**src/rtl/eeg_loader_pkg.sv**
```systemverilog
// Shared types and constants for the EEG sample loader.
// The sample conversion helper is used at FIFO push time.
package eeg_loader_pkg;

    localparam int unsigned ADC_BITWIDTH         = 16;
    localparam int unsigned Q_STO_INT_RES_DOUBLE = 20;
    localparam int unsigned INT_RES_DOUBLE_W     = 30;
    localparam int unsigned INT_RES_ADDR_W       = 16;
    localparam int unsigned SAMPLE_CNT_W         = 12;
    localparam int unsigned NUM_PATCHES          = 60;
    localparam int unsigned PATCH_LEN            = 64;
    localparam int unsigned EEG_INPUT_MEM        = 0;

    localparam int unsigned EEG_TO_FX_SHIFT = Q_STO_INT_RES_DOUBLE - (ADC_BITWIDTH - 1);
    localparam int unsigned ADC_MIDSCALE    = 2 ** (ADC_BITWIDTH - 1);

    typedef logic [ADC_BITWIDTH-1:0]     AdcData_t;
    typedef logic [INT_RES_ADDR_W-1:0]   IntResAddr_t;
    typedef logic [INT_RES_DOUBLE_W-1:0] IntResDouble_t;
    typedef logic [SAMPLE_CNT_W-1:0]     SampleCnt_t;

    typedef enum logic {
        SINGLE_WIDTH,
        DOUBLE_WIDTH
    } DataWidth_t;

    typedef enum logic [2:0] {
        INT_RES_SW_FX_1_X,
        INT_RES_SW_FX_2_X,
        INT_RES_SW_FX_5_X,
        INT_RES_SW_FX_6_X,
        INT_RES_DW_FX
    } FxFormatIntRes_t;

    typedef enum logic [1:0] {
        EEG_IDLE,
        EEG_LOAD,
        EEG_DRAIN
    } EegLoaderState_t;

    // Offset-binary ADC code to signed Q10.20; the range always fits, so no saturation.
    function automatic IntResDouble_t adc_to_fx(input AdcData_t d);
        logic signed [ADC_BITWIDTH:0]       s;
        logic signed [INT_RES_DOUBLE_W-1:0] ext;
        s   = $signed({1'b0, d}) - $signed((ADC_BITWIDTH + 1)'(ADC_MIDSCALE));
        ext = INT_RES_DOUBLE_W'(s);
        return IntResDouble_t'(ext <<< EEG_TO_FX_SHIFT);
    endfunction

endpackage

```
**src/rtl/eeg_loader_fifo.sv**
```systemverilog
// Generic synchronous FIFO with a registered head/valid pair, so consumers
// can drive registered outputs straight from it. Accepts push when full if popping.
module sample_fifo #(
    parameter int unsigned WIDTH = 8,
    parameter int unsigned DEPTH = 4
) (
    input  logic             clk,
    input  logic             rst,
    input  logic             push,
    input  logic [WIDTH-1:0] din,
    input  logic             pop,
    output logic [WIDTH-1:0] head,
    output logic             head_valid,
    output logic             nonempty_next,
    output logic             full,
    output logic             empty
);

    localparam int unsigned AW = $clog2(DEPTH);

    logic [WIDTH-1:0] mem [DEPTH];
    logic [AW-1:0]    wr_ptr, rd_ptr, rd_ptr_n;
    logic [AW:0]      count, count_n;
    logic             do_push, do_pop;

    assign empty         = (count == '0);
    assign full          = (count == (AW + 1)'(DEPTH));
    assign do_pop        = pop && !empty;
    assign do_push       = push && (!full || do_pop);
    assign count_n       = count + (AW + 1)'(do_push) - (AW + 1)'(do_pop);
    assign rd_ptr_n      = rd_ptr + AW'(do_pop);
    assign nonempty_next = (count_n != '0);

    always_ff @(posedge clk) begin
        if (do_push) mem[wr_ptr] <= din;
    end

    always_ff @(posedge clk or posedge rst) begin
        if (rst) begin
            wr_ptr     <= '0;
            rd_ptr     <= '0;
            count      <= '0;
            head       <= '0;
            head_valid <= 1'b0;
        end else begin
            wr_ptr     <= wr_ptr + AW'(do_push);
            rd_ptr     <= rd_ptr_n;
            count      <= count_n;
            head_valid <= nonempty_next;
            // Pushed word becomes the head when nothing older remains after this pop.
            if (nonempty_next)
                head <= (do_push && count == (AW + 1)'(do_pop)) ? din : mem[rd_ptr_n];
        end
    end

endmodule

```
**src/rtl/eeg_loader.sv**
```systemverilog
// Loads one inference window of ADC samples into intermediate-result memory,
// converting each to double-width fixed point and buffering through a small FIFO.
module eeg_loader
    import eeg_loader_pkg::*;
#(
    parameter int unsigned FIFO_DEPTH  = 4,
    parameter int unsigned NUM_SAMPLES = NUM_PATCHES * PATCH_LEN,
    parameter int unsigned BASE_ADDR   = EEG_INPUT_MEM
) (
    input  logic        clk,
    input  logic        rst,
    input  logic        start,
    input  logic        adc_valid,
    input  logic [15:0] adc_data,
    output logic        wr_en,
    output logic [15:0] wr_addr,
    output logic [29:0] wr_data,
    output logic        wr_width,
    output logic [2:0]  wr_format,
    input  logic        wr_ack,
    output logic        busy,
    output logic        done,
    output logic        overflow,
    output logic [11:0] sample_cnt
);

    EegLoaderState_t state;
    SampleCnt_t      push_cnt;
    SampleCnt_t      next_cnt;
    logic            fifo_full, fifo_empty, fifo_nonempty_next;
    logic            pop, push, in_window;

    assign wr_width  = DOUBLE_WIDTH;
    assign wr_format = INT_RES_DW_FX;

    assign pop       = wr_ack && !fifo_empty;
    assign in_window = (state == EEG_LOAD) && adc_valid &&
                       (push_cnt < SampleCnt_t'(NUM_SAMPLES));
    assign push      = in_window && (!fifo_full || pop);
    assign next_cnt  = sample_cnt + SampleCnt_t'(pop);

    sample_fifo #(
        .WIDTH(INT_RES_DOUBLE_W),
        .DEPTH(FIFO_DEPTH)
    ) u_fifo (
        .clk          (clk),
        .rst          (rst),
        .push         (push),
        .din          (adc_to_fx(adc_data)),
        .pop          (pop),
        .head         (wr_data),
        .head_valid   (wr_en),
        .nonempty_next(fifo_nonempty_next),
        .full         (fifo_full),
        .empty        (fifo_empty)
    );

    always_ff @(posedge clk or posedge rst) begin
        if (rst) begin
            state      <= EEG_IDLE;
            busy       <= 1'b0;
            done       <= 1'b0;
            overflow   <= 1'b0;
            sample_cnt <= '0;
            push_cnt   <= '0;
            wr_addr    <= IntResAddr_t'(BASE_ADDR);
        end else begin
            done       <= 1'b0;
            sample_cnt <= next_cnt;
            if (push)              push_cnt <= push_cnt + 1'b1;
            if (in_window && !push) overflow <= 1'b1;
            // Address tracks the word that will be presented next; held while empty.
            if (fifo_nonempty_next)
                wr_addr <= IntResAddr_t'(BASE_ADDR) + IntResAddr_t'(next_cnt);

            case (state)
                EEG_IDLE: begin
                    if (start) begin
                        state      <= EEG_LOAD;
                        busy       <= 1'b1;
                        sample_cnt <= '0;
                        push_cnt   <= '0;
                        overflow   <= 1'b0;
                    end
                end
                EEG_LOAD: begin
                    if (push && push_cnt == SampleCnt_t'(NUM_SAMPLES - 1))
                        state <= EEG_DRAIN;
                end
                EEG_DRAIN: begin
                    if (pop && sample_cnt == SampleCnt_t'(NUM_SAMPLES - 1)) begin
                        state <= EEG_IDLE;
                        busy  <= 1'b0;
                        done  <= 1'b1;
                    end
                end
                default: state <= EEG_IDLE;
            endcase
        end
    end

endmodule

```
**config.mk**
```make
export PLATFORM = sky130hd
export DESIGN_NAME = eeg_loader
export DESIGN_NICKNAME = d
export VERILOG_FILES = /design/src/rtl/eeg_loader_pkg.sv /design/src/rtl/eeg_loader_fifo.sv /design/src/rtl/eeg_loader.sv
export SDC_FILE = /design/constraint.sdc
export NUM_CORES = 1
export LEC_CHECK = 0
export ABC_AREA = 1
export ABC_CLOCK_PERIOD_IN_PS = 4500
export CAP_MARGIN = 20
export CORE_MARGIN = 3
export CORE_UTILIZATION = 50
export DETAILED_ROUTE_END_ITERATION = 10
export HOLD_SLACK_MARGIN = 0.15
export PLACE_DENSITY = 0.74
export SKIP_LAST_GASP = 1
export SLEW_MARGIN = 25
export SYNTH_ARGS = -nofsm -noshare
export SYNTH_HDL_FRONTEND = slang
export SYNTH_SLANG_ARGS = --single-unit
```
**constraint.sdc**
```tcl
create_clock -name clk -period 4.5 [get_ports clk]
set_input_delay 0.9 -clock clk [delete_from_list [all_inputs] [get_ports clk]]
set_output_delay 0.9 -clock clk [all_outputs]
set_load 0.01 [all_outputs]
```
[Yosys cells after proc, flatten, opt, wreduce, memory -nomap -nowiden]
Memories as Yosys holds them, arrays and structs flattened.
Cells that the tools add are included.
Storage, ports and cells
  bits in registers: 79
  output and inout port bits: 66
  input port bits: 21
  memories kept: 1
  RAM bits: 100
  logic and storage cells: 71
Memories
  u_fifo.mem: depth 4, width 25, read ports 1, clocked after memory_dff 0, wr ports 1, RTL line eeg_loader_fifo.sv:21  | logic [WIDTH-1:0] mem [DEPTH];
Operators by class
  reductions and logical operators: 21
  add/subtract/negate cells: 7
  $lt $le $gt $ge: 1
  equal/unequal tests: 9
  multiplexer cells: 20
Operator list (count)
  2-to-1 mux 12 bit: 5
  2-to-1 mux 30 bit: 1
  == test 12 bit, second input constant: 2
  subtractor 16 x 16 -> 17 bit, second input constant: 1
  adder 12 x 1 -> 12 bit: 1
  adder 12 x 1 -> 12 bit, second input constant: 1
  < comparator 12 bit, second input constant: 1
  logical AND 1 bit: 10
  2-to-1 mux 1 bit: 9
  2-to-1 mux 2 bit: 3
  one-hot mux 2 bit (3 select lines): 1
  AND reduction 3 bit: 2
  adder 2 x 1 -> 2 bit: 2
  != test 2 bit, second input constant: 2
  adder 3 x 1 -> 3 bit: 1
  == test 3 x 1 -> 1 bit: 1
  == test 3 bit, second input constant: 1
  zero test 1 bit: 3
  zero test 3 bit: 1
  nonzero test 3 bit: 1
  subtractor 3 x 1 -> 3 bit: 1
  == test 2 x 1 -> 1 bit, second input constant: 1
  == test 2 bit, second input constant: 1
  zero test 2 bit: 1
  other kinds (4): 5

[Depth between registers and ports, before layout]
Gate-level depths: netlist (run 1).
  depth after elaboration: 10
  mapped depth: 16
  mapped depth without buffers: 14

[Modules after synthesis]
A second synthesis (run 1) with hierarchy kept.
Second synthesis, totals
  cells, all modules: 1085
  area, all modules: 9775.6 um^2
By module, submodules not included
  sample_fifo: cells an instance 818, times used 1, seq. area each 4554.4 um^2, area each 7648.6 um^2
  eeg_loader: cells an instance 267, times used 1, seq. area each 1026.0 um^2, area each 2127.0 um^2

[Least setup slack after synthesis (run 1)]
Ideal clock, no wire load.
  path type: input port to flip-flop
  start: input wr_ack
  end: register wr_addr[0]
  path slack: 1.618 ns
  arrival: 2.756 ns
  stages on the path: 14
  data required time: 4.374 ns
  path buffers: 3
  setup time: 0.126 ns
  path through: inv_1 nand3_2 inv_2 nor2_4 buf_6 buf_6 ha_1 fa_1 xor2_1 nand2_1 nand3_1 inv_2 buf_2 o21ai_0
On the way
  cells in the longest elaborated chain, start to end: 7
  elaborated cells between the ends (all ways): 10
  those cells by class: add/sub (3); reduce/logical (7)
Ends and longest elaborated chain
  start, declared: RTL line eeg_loader.sv:20  | input logic wr_ack,
  logical AND 1 bit (*): RTL line eeg_loader.sv:36  | assign pop = wr_ack && !fifo_empty;
  logical OR 1 bit or logical AND 1 bit (tied branches): RTL line eeg_loader.sv:39, eeg_loader_fifo.sv:28
  logical AND 1 bit or logical OR 1 bit (tied branches): RTL line eeg_loader.sv:39, eeg_loader_fifo.sv:29
  logical AND 1 bit: RTL line eeg_loader_fifo.sv:29  | assign do_push = push && (!full || do_pop);
  adder 3 x 1 -> 3 bit: RTL line eeg_loader_fifo.sv:30  | assign count_n = count + (AW + 1)'(do_push) - (AW + 1)'(do_pop);
  subtractor 3 x 1 -> 3 bit: RTL line eeg_loader_fifo.sv:30
  nonzero test 3 bit: RTL line eeg_loader_fifo.sv:32  | assign nonempty_next = (count_n != '0);
  end signal, assigned: RTL line eeg_loader.sv:66  | wr_addr <= IntResAddr_t'(BASE_ADDR);
  end signal, assigned: RTL line eeg_loader.sv:74  | wr_addr <= IntResAddr_t'(BASE_ADDR) + IntResAddr_t'(next_cnt);
  end, declared: RTL line eeg_loader.sv:16  | output logic [15:0] wr_addr,
Every way passes the cells marked *; elsewhere a longest branch is shown, timed or not.
A chain may end at the register's enable or synchronous reset.

[Worst setup path in the final report (run 1)]
  start: input wr_ack
  end: register wr_addr[6]
On the way
  cells in the longest elaborated chain, start to end: 7
  elaborated cells between the ends (all ways): 10
  those cells by class: add/sub (3); reduce/logical (7)
Ends and longest elaborated chain
  logical AND 1 bit (*): RTL line eeg_loader.sv:36
  logical OR 1 bit or logical AND 1 bit (tied branches): RTL line eeg_loader.sv:39, eeg_loader_fifo.sv:28
  logical AND 1 bit or logical OR 1 bit (tied branches): RTL line eeg_loader.sv:39, eeg_loader_fifo.sv:29
  logical AND 1 bit: RTL line eeg_loader_fifo.sv:29
  adder 3 x 1 -> 3 bit: RTL line eeg_loader_fifo.sv:30
  subtractor 3 x 1 -> 3 bit (*): RTL line eeg_loader_fifo.sv:30
  net u_fifo.count_n[1]: RTL line eeg_loader_fifo.sv:23  | logic [AW:0] count, count_n;
  nonzero test 3 bit (*): RTL line eeg_loader_fifo.sv:32
The timed path passes the listed nets; every way through them passes the cells marked *.

==> results of run 1 <==
[stage by stage]
step           area [sq um]  worst slack [ps]  hold slack (ps)  instances  power [mW]
3_3_place_gp           6760               788              473        848        3.68
6_report               7310              1060              481        880        5.03
3_5_place_dp           6760               647              471        848        3.76
5_1_grt                7310               900              516        880        5.39
4_1_cts                7310              1110              485        880        5.06
2_1_floorplan          6040              1620              472        667        3.08
[Yosys cell counts]
cell / number
a21oi_1: 6
nand2_2: 2
nor2_4: 1
xnor2_1: 2
inv_2: 2
nor2_1: 47
nor3_1: 7
nor3_4: 1
clkbuf_1: 6
buf_1: 1
dfrtp_1: 65
nand3_1: 47
o21bai_1: 1
and2_1: 1
o21ai_1: 4
nor4_1: 1
edfxtp_1: 64
inv_1: 98
ha_1: 7
buf_6: 3
fa_1: 1
o21ai_0: 58
buf_4: 23
nor2_2: 3
nand2_1: 174
buf_2: 12
nand3_2: 1
nand4_1: 6
xor2_1: 10
conb_1: 2
[kinds of logic (layout without fill, tap and decap cells)]
kind of cell,Yosys count,count (layout)
AND/OR/NAND/NOR,291,291
buffers and inverters,145,215
flip-flops,129,129
AO/OA/AOI/OAI,69,69
XOR/XNOR,12,12
adder cells (fa/ha/maj),8,8
other,2,13
[power by group through the flow]
stage	Clock (mW)	Combinational, mW	Sequential, mW
3_5_place_dp	0	1.96	1.80
6_report	1.29	1.96	1.78
5_1_grt	1.36	2.21	1.82
2_1_floorplan	0	1.28	1.80
3_3_place_gp	0	1.89	1.79
4_1_cts	1.31	1.97	1.78
[worst paths after layout]
kind | endpoint | start | slack (ps) | cells past startpoint
worst max-delay path | wr_addr[6] | wr_ack | 1060 | 11
worst min-delay path | wr_addr[10] | wr_addr[10] | 480 | 2
worst max register to register | wr_addr[6] | u_fifo.count[1] | 1430 | 13
worst min register to register | wr_addr[10] | wr_addr[10] | 480 | 2
max in group asynchronous | push_cnt[7] | rst | 2650 | 3
min in group asynchronous | wr_addr[6] | rst | 1010 | 2
[metal layers]
metal	track usage	share of wire	vias to the layer above
li1	-	-	2187
met1	0.261	0.43	2121
met2	0.329	0.48	165
met3	0.0580	0.069	19
met4	0.0970	0.016	0
met5	0	0	-
[worst max-delay path, stage by stage]
cell             delay, ps
clkdlybuf4s50_1        480
inv_1                   70
nor2_1                 280
ha_1                   290
inv_1                  110
ha_1                   190
fa_1                   450
nor2_1                 110
nand3_1                120
inv_2                  500
o21ai_0                180
[registers in the layout, summed over array words and instances, names as in the netlist, 2 cells and up]
signal and flops:
u_fifo.mem 64, push_cnt 12, u_fifo.head 16, state 2
sample_cnt 12, u_fifo.count 3, u_fifo.wr_ptr 2, wr_addr 12
u_fifo.rd_ptr 2
[cell type report]
| cell class | instances | share of cell area |
|---|---|---|
| clock buffers | 24 | 0.0631 |
| clock inverters | 8 | 0.0120 |
| inverters | 100 | 0.0513 |
| multi-input cells | 393 | 0.254 |
| flip-flops and latches | 129 | 0.485 |
| well taps | 143 | 0.0245 |
| repair buffers | 83 | 0.110 |
==> results.md, run 1 <==
- Placer Congestion: 0.831
- Filler cell count in the final layout: between 900 and 1000
- Synthesis-to-finish area growth: 21.8%
- Skew final: 9.52 ps
- Area share of the largest cell type after synthesis: 0.320
- Port Buffer Count: 73
- Critical path class: in -> reg
- Tightest Pin Transition: ~900 ps
- Largest family of logic cells by synthesized area: simple AND/OR/NAND/NOR gates
- First-pass GRT wire length: 21.0 mm
- Clk root buf: clkbuf_16
- Pleak: 3.27 nW
- Crit. End Element: register
- DRT antenna net count: 0
- Initial Util: 0.519
- Dpl hpwl: ~8.4 mm
- Vias in the first global route: about 4400
- Register area: 3550 sq um
- IO Count: 87
- Die W: 116 microns
- Wire per inst: 14.8 microns
- NetSw: 1.86 mW
- Post-CTS Repair Setup Buffers: 0
- Clock share of power: 0.256
- Net Sw Frac: 0.370
- Post-synthesis mux area share: 0
- Clock Path Buffers: 2
- PostCTS Resize Cnt: 0
- Nets: roughly 750
- Largest net degree at the start of global routing: 66
- Sequential element share of the synthesized area: 0.591
- Overall Global Routing Usage: 0.206
- Critical Path AT: 3710 ps
- Share of cells above drive strength 1: 0.0651
- Seq pwr share: 0.355
- Post-Synth Adder-Cell Area: 0.0179
- CTS sink count: 129
- Post-Synth Simple-Gate Area: 0.203
- Syn_area_per_cell: 9.15 sq um
- Vias per cell: ~5.1
- FF+latch count, synth: 129
- Yosys warns: 0
- Num CTS Buffers: 17
- Peak VDD IR: ~0.35 mV
- Commonest non-fill, non-tap cell in the layout: nand2_1
- Max Freq: 291 MHz
- Residual DRC count: 0
- Max-cap viol count: 0
- Setup_tns: 0 ps
- CTS Hold Bufs: 0
- Crit path required time: between 4000 and 5000 ps
- CP startpoint kind: input port
- ANT cells: 0
- Mapped Cells: between 600 and 700
- Final Hold Fails: 0
- DRT iter0 DRCs: 300
- Cell taking the most area after synthesis: edfxtp_1
- Yosys cell types: 30
- Final setup vio count: 0
- Multi-input gate area: 1860 sq um
- Fin crit share: 0.764
- Clock slew at reported path FFs: 50 ps
- Int Pwr: about 3.2 mW
- GRT overflow: 0
- Vias: about 4500
- Synth Area in XOR/XNOR: 0.0175
- Die area: 13400 sq um
- Rows: 39
- Status: finished clean
- Most frequent cells in the layout: nand2_1, inv_1, clkdlybuf4s50_1, dfrtp_1, edfxtp_1
- CTS tree: yes
- Chip height: ~120 microns
- CP max FO: 37
- RSZ-0062 raised after global routing: false
- Core ar.: around 12000 sq um
- Relative slew margins: 0.397
- Routed WL: 13.0 mm
- Power density over cell area: about 700 nW/um^2
- Combinational Power Share: 0.389
- DR pass1 iterations: 5
- Post-layout util: 0.632
- Ranking of synthesized cells by area: edfxtp_1, dfrtp_1, nand2_1, inv_1, o21ai_0
- Tmin final: 3440 ps
- H-tree levels: 4
- Initial antenna violation count: 0
- Complex-gate fraction of the synthesized area: 0.0579
- Synth Cell Area: 6000 sq um
- Worst hold path class: reg -> reg
- Clk_lat worst skew: between 400 and 500 ps
- Max-slew violation count: 0
No activity file was read; power rests on OpenSTA's default activity.
==> run 2: changes to the inputs <==
--- a/config.mk
+++ b/config.mk
@@ -6,7 +6,7 @@
 export NUM_CORES = 1
 export LEC_CHECK = 0
 export ABC_AREA = 1
-export ABC_CLOCK_PERIOD_IN_PS = 4500
+export ABC_CLOCK_PERIOD_IN_PS = 3600
 export CAP_MARGIN = 20
 export CORE_MARGIN = 3
 export CORE_UTILIZATION = 50
==> constraint.sdc (replaced) <==
create_clock -name clk -period 3.6 [get_ports clk]
set_input_delay 0.72 -clock clk [delete_from_list [all_inputs] [get_ports clk]]
set_output_delay 0.72 -clock clk [all_outputs]
set_load 0.01 [all_outputs]
==> run 2 against run 1 <==
  * Clock skew about the same
  * Sequential power increased by 26%
  * Critical path depth increased by 2
  * Final area increased by 0.96%
  * Wire length increased by 0.92%
  * Critical endpoint is now u_fifo.head[28]
  * Highest routed layer unchanged
==> results.md, run 2 (synthesis gave the netlist of run 1 again) <==
- HP Start: wr_addr[4] (was wr_addr[10])
- Largest reg by FF count: u_fifo.mem (unchanged)
- Largest net degree at the start of global routing: 66 (unchanged)
- Chip height: 116 microns (unchanged)
- Vias in the first global route: 4504 (was 4384)
- Setup_tns: 0 ps (unchanged)
- Worst setup margin: 766 ps (was 1060 ps)
- Most frequent cells in the layout: nand2_1, inv_1, clkdlybuf4s50_1, dfrtp_1, edfxtp_1 (unchanged)
- Nets: 756 (was 753)
- Clock Path Buffers: 2 (unchanged)
- Placer Congestion: 0.839 (was 0.831)
- Final Hold Fails: 0 (unchanged)
- RSZ-0062 raised after global routing: false (unchanged)
- Post-CTS Repair Setup Buffers: 0 (unchanged)
- DRT iter0 DRCs: 322 (was 300)
- Relative slew margins: 0.546 (was 0.397)
- Tmin final: 2830 ps
- Dpl cells: 851 (was 848)
- Pleak: 3.31 nW (was 3.27 nW)
- CTS tree: yes (unchanged)
- H-tree levels: 4 (unchanged)
- CP startpoint kind: input port (unchanged)
- Critical Path AT: 3180 ps (was 3710 ps)
- CTS sink count: 129 (unchanged)
- Vias: 4479 (was 4492)
- Synthesis-to-finish area growth: 23.0% (was 21.8%)
- Crit path required time: 3950 ps (was 4770 ps)
- Clk root buf: clkbuf_16 (unchanged)
- Die W: 116 microns (unchanged)
- Final setup vio count: 0 (unchanged)
- DRT antenna net count: 0 (unchanged)
- Share of cells above drive strength 1: 0.0730 (was 0.0651)
- IO Count: 87 (unchanged)
- Vias per cell: 5.07 (was 5.10)
- Reg-to-reg startpoint: u_fifo.count[1] (unchanged)
- Reg2Reg Setup Slack: 840 ps (was 1430 ps)
- Initial antenna violation count: 0 (unchanged)
- Place WS: 350 ps (was 647 ps)
- DR pass1 iterations: 5 (unchanged)
- Clk_lat worst skew: 410 ps (about the same)
- Max Freq: 353 MHz
- Peak VDD IR: 0.438 mV (was 0.351 mV)
- Port Buffer Count: 73 (unchanged)
- Core ar.: 11600 sq um (unchanged)
- Max reg flops: 64 (unchanged)
- Max-cap viol count: 0 (unchanged)
- Die area: 13400 sq um (unchanged)
- Critical path class: in -> reg (unchanged)
- Overall Global Routing Usage: 0.210 (was 0.206)
- Crit. Startpoint: wr_ack (unchanged)
- Tightest Pin Transition: 681 ps (was 903 ps)
- Routed WL: 13.1 mm (was 13.0 mm)
- Max-slew violation count: 0 (unchanged)
- Num CTS Buffers: 17 (unchanged)
- CP max FO: 20 (was 37)
- Commonest non-fill, non-tap cell in the layout: nand2_1 (unchanged)
- Rows: 39 (unchanged)
- Power density over cell area: 872 nW/um^2 (was 688 nW/um^2)
- ANT cells: 0 (unchanged)
- Skew final: 9.32 ps (was 9.52 ps)
- Worst hold path class: reg -> reg (unchanged)
- Status: finished clean (unchanged)
- Filler cell count in the final layout: 938 (was 912)
- Clock slew at reported path FFs: 50 ps (about the same)
- Dpl hpwl: 8.64 mm (was 8.36 mm)
- GRT overflow: 0 (unchanged)
- Crit. End Element: register (unchanged)
- Final std cells w/o fill: 883 (was 880)
- Fin crit share: 0.787
- CTS Hold Bufs: 0 (unchanged)
- PostCTS Resize Cnt: 0 (unchanged)
- Top flop regs: u_fifo.mem: 64 flops, u_fifo.head: 16 flops (unchanged)
- First-pass GRT wire length: 21.5 mm (was 21.0 mm)
- Wire per inst: 14.9 microns (was 14.8 microns)
- Residual DRC count: 0 (unchanged)
- Initial Util: 0.519 (unchanged)
-- run 2: cell types whose count changed in the layout (fill, tap and decap cells not counted) --
cell        previous run  this run
clkinv_2               1         3
clkinvlp_4             1         0
buf_12                 0         1
bufinv_16              2         3
clkbuf_8               1         2
clkinv_1               4         2
clkbuf_1               6         5
buf_4                 10        12
-- run 2: layout make-up --
class / count / area [sq um] / share of cell area
sequential: 129 / 3550 / 0.481
multi-input combinational: 393 / 1860 / 0.251
timing repair buffer: 86 / 841 / 0.114
clock buffer: 24 / 472 / 0.0639
inverter: 100 / 375 / 0.0508
tap: 143 / 179 / 0.0242
clock inverter: 8 / 113 / 0.0153
-- run 2: critical path, stage by stage --
cell             delay, ps
clkdlybuf4s50_1        460
inv_1                   60
nor2_1                 190
ha_1                   160
inv_1                   70
ha_1                   200
fa_1                   410
xnor2_1                170
nand2_1                100
nand3_1                130
buf_4                  290
nand3_1                140
nand2_1                 80
-- run 2: worst paths after layout --
| kind | endpoint | depth (start not counted) |
|---|---|---|
| min | wr_addr[4] | 2 |
| min in group asynchronous | u_fifo.head[13] | 2 |
| max | u_fifo.head[28] | 13 |
| min reg2reg | wr_addr[4] | 2 |
| max reg2reg | u_fifo.head[28] | 14 |
| max in group asynchronous | push_cnt[3] | 3 |
-- run 2: layer usage --
metal	share of wire	vias up	GRT usage
li1	-	2193	-
met1	0.43	2114	0.264
met2	0.49	155	0.346
met3	0.062	17	0.0590
met4	0.015	0	0.0822
met5	0	-	0
-- run 2: stage by stage --
stage | power, mW | util | area (sq um) | hold WS, ps
2_1_floorplan | 3.85 | - | 6040 | 472
3_3_place_gp | 4.63 | 0.588 | 6800 | 480
3_5_place_dp | 4.77 | 0.588 | 6800 | 473
4_1_cts | 6.49 | 0.638 | 7380 | 486
5_1_grt | 6.90 | 0.638 | 7380 | 496
6_report | 6.44 | 0.638 | 7380 | 483
-- run 2: power by group --
group	internal (mW)	switching [mW]	total [mW]
Clock	1.12	0.582	1.70
Combinational	1.01	1.49	2.50
Sequential	1.97	0.269	2.24
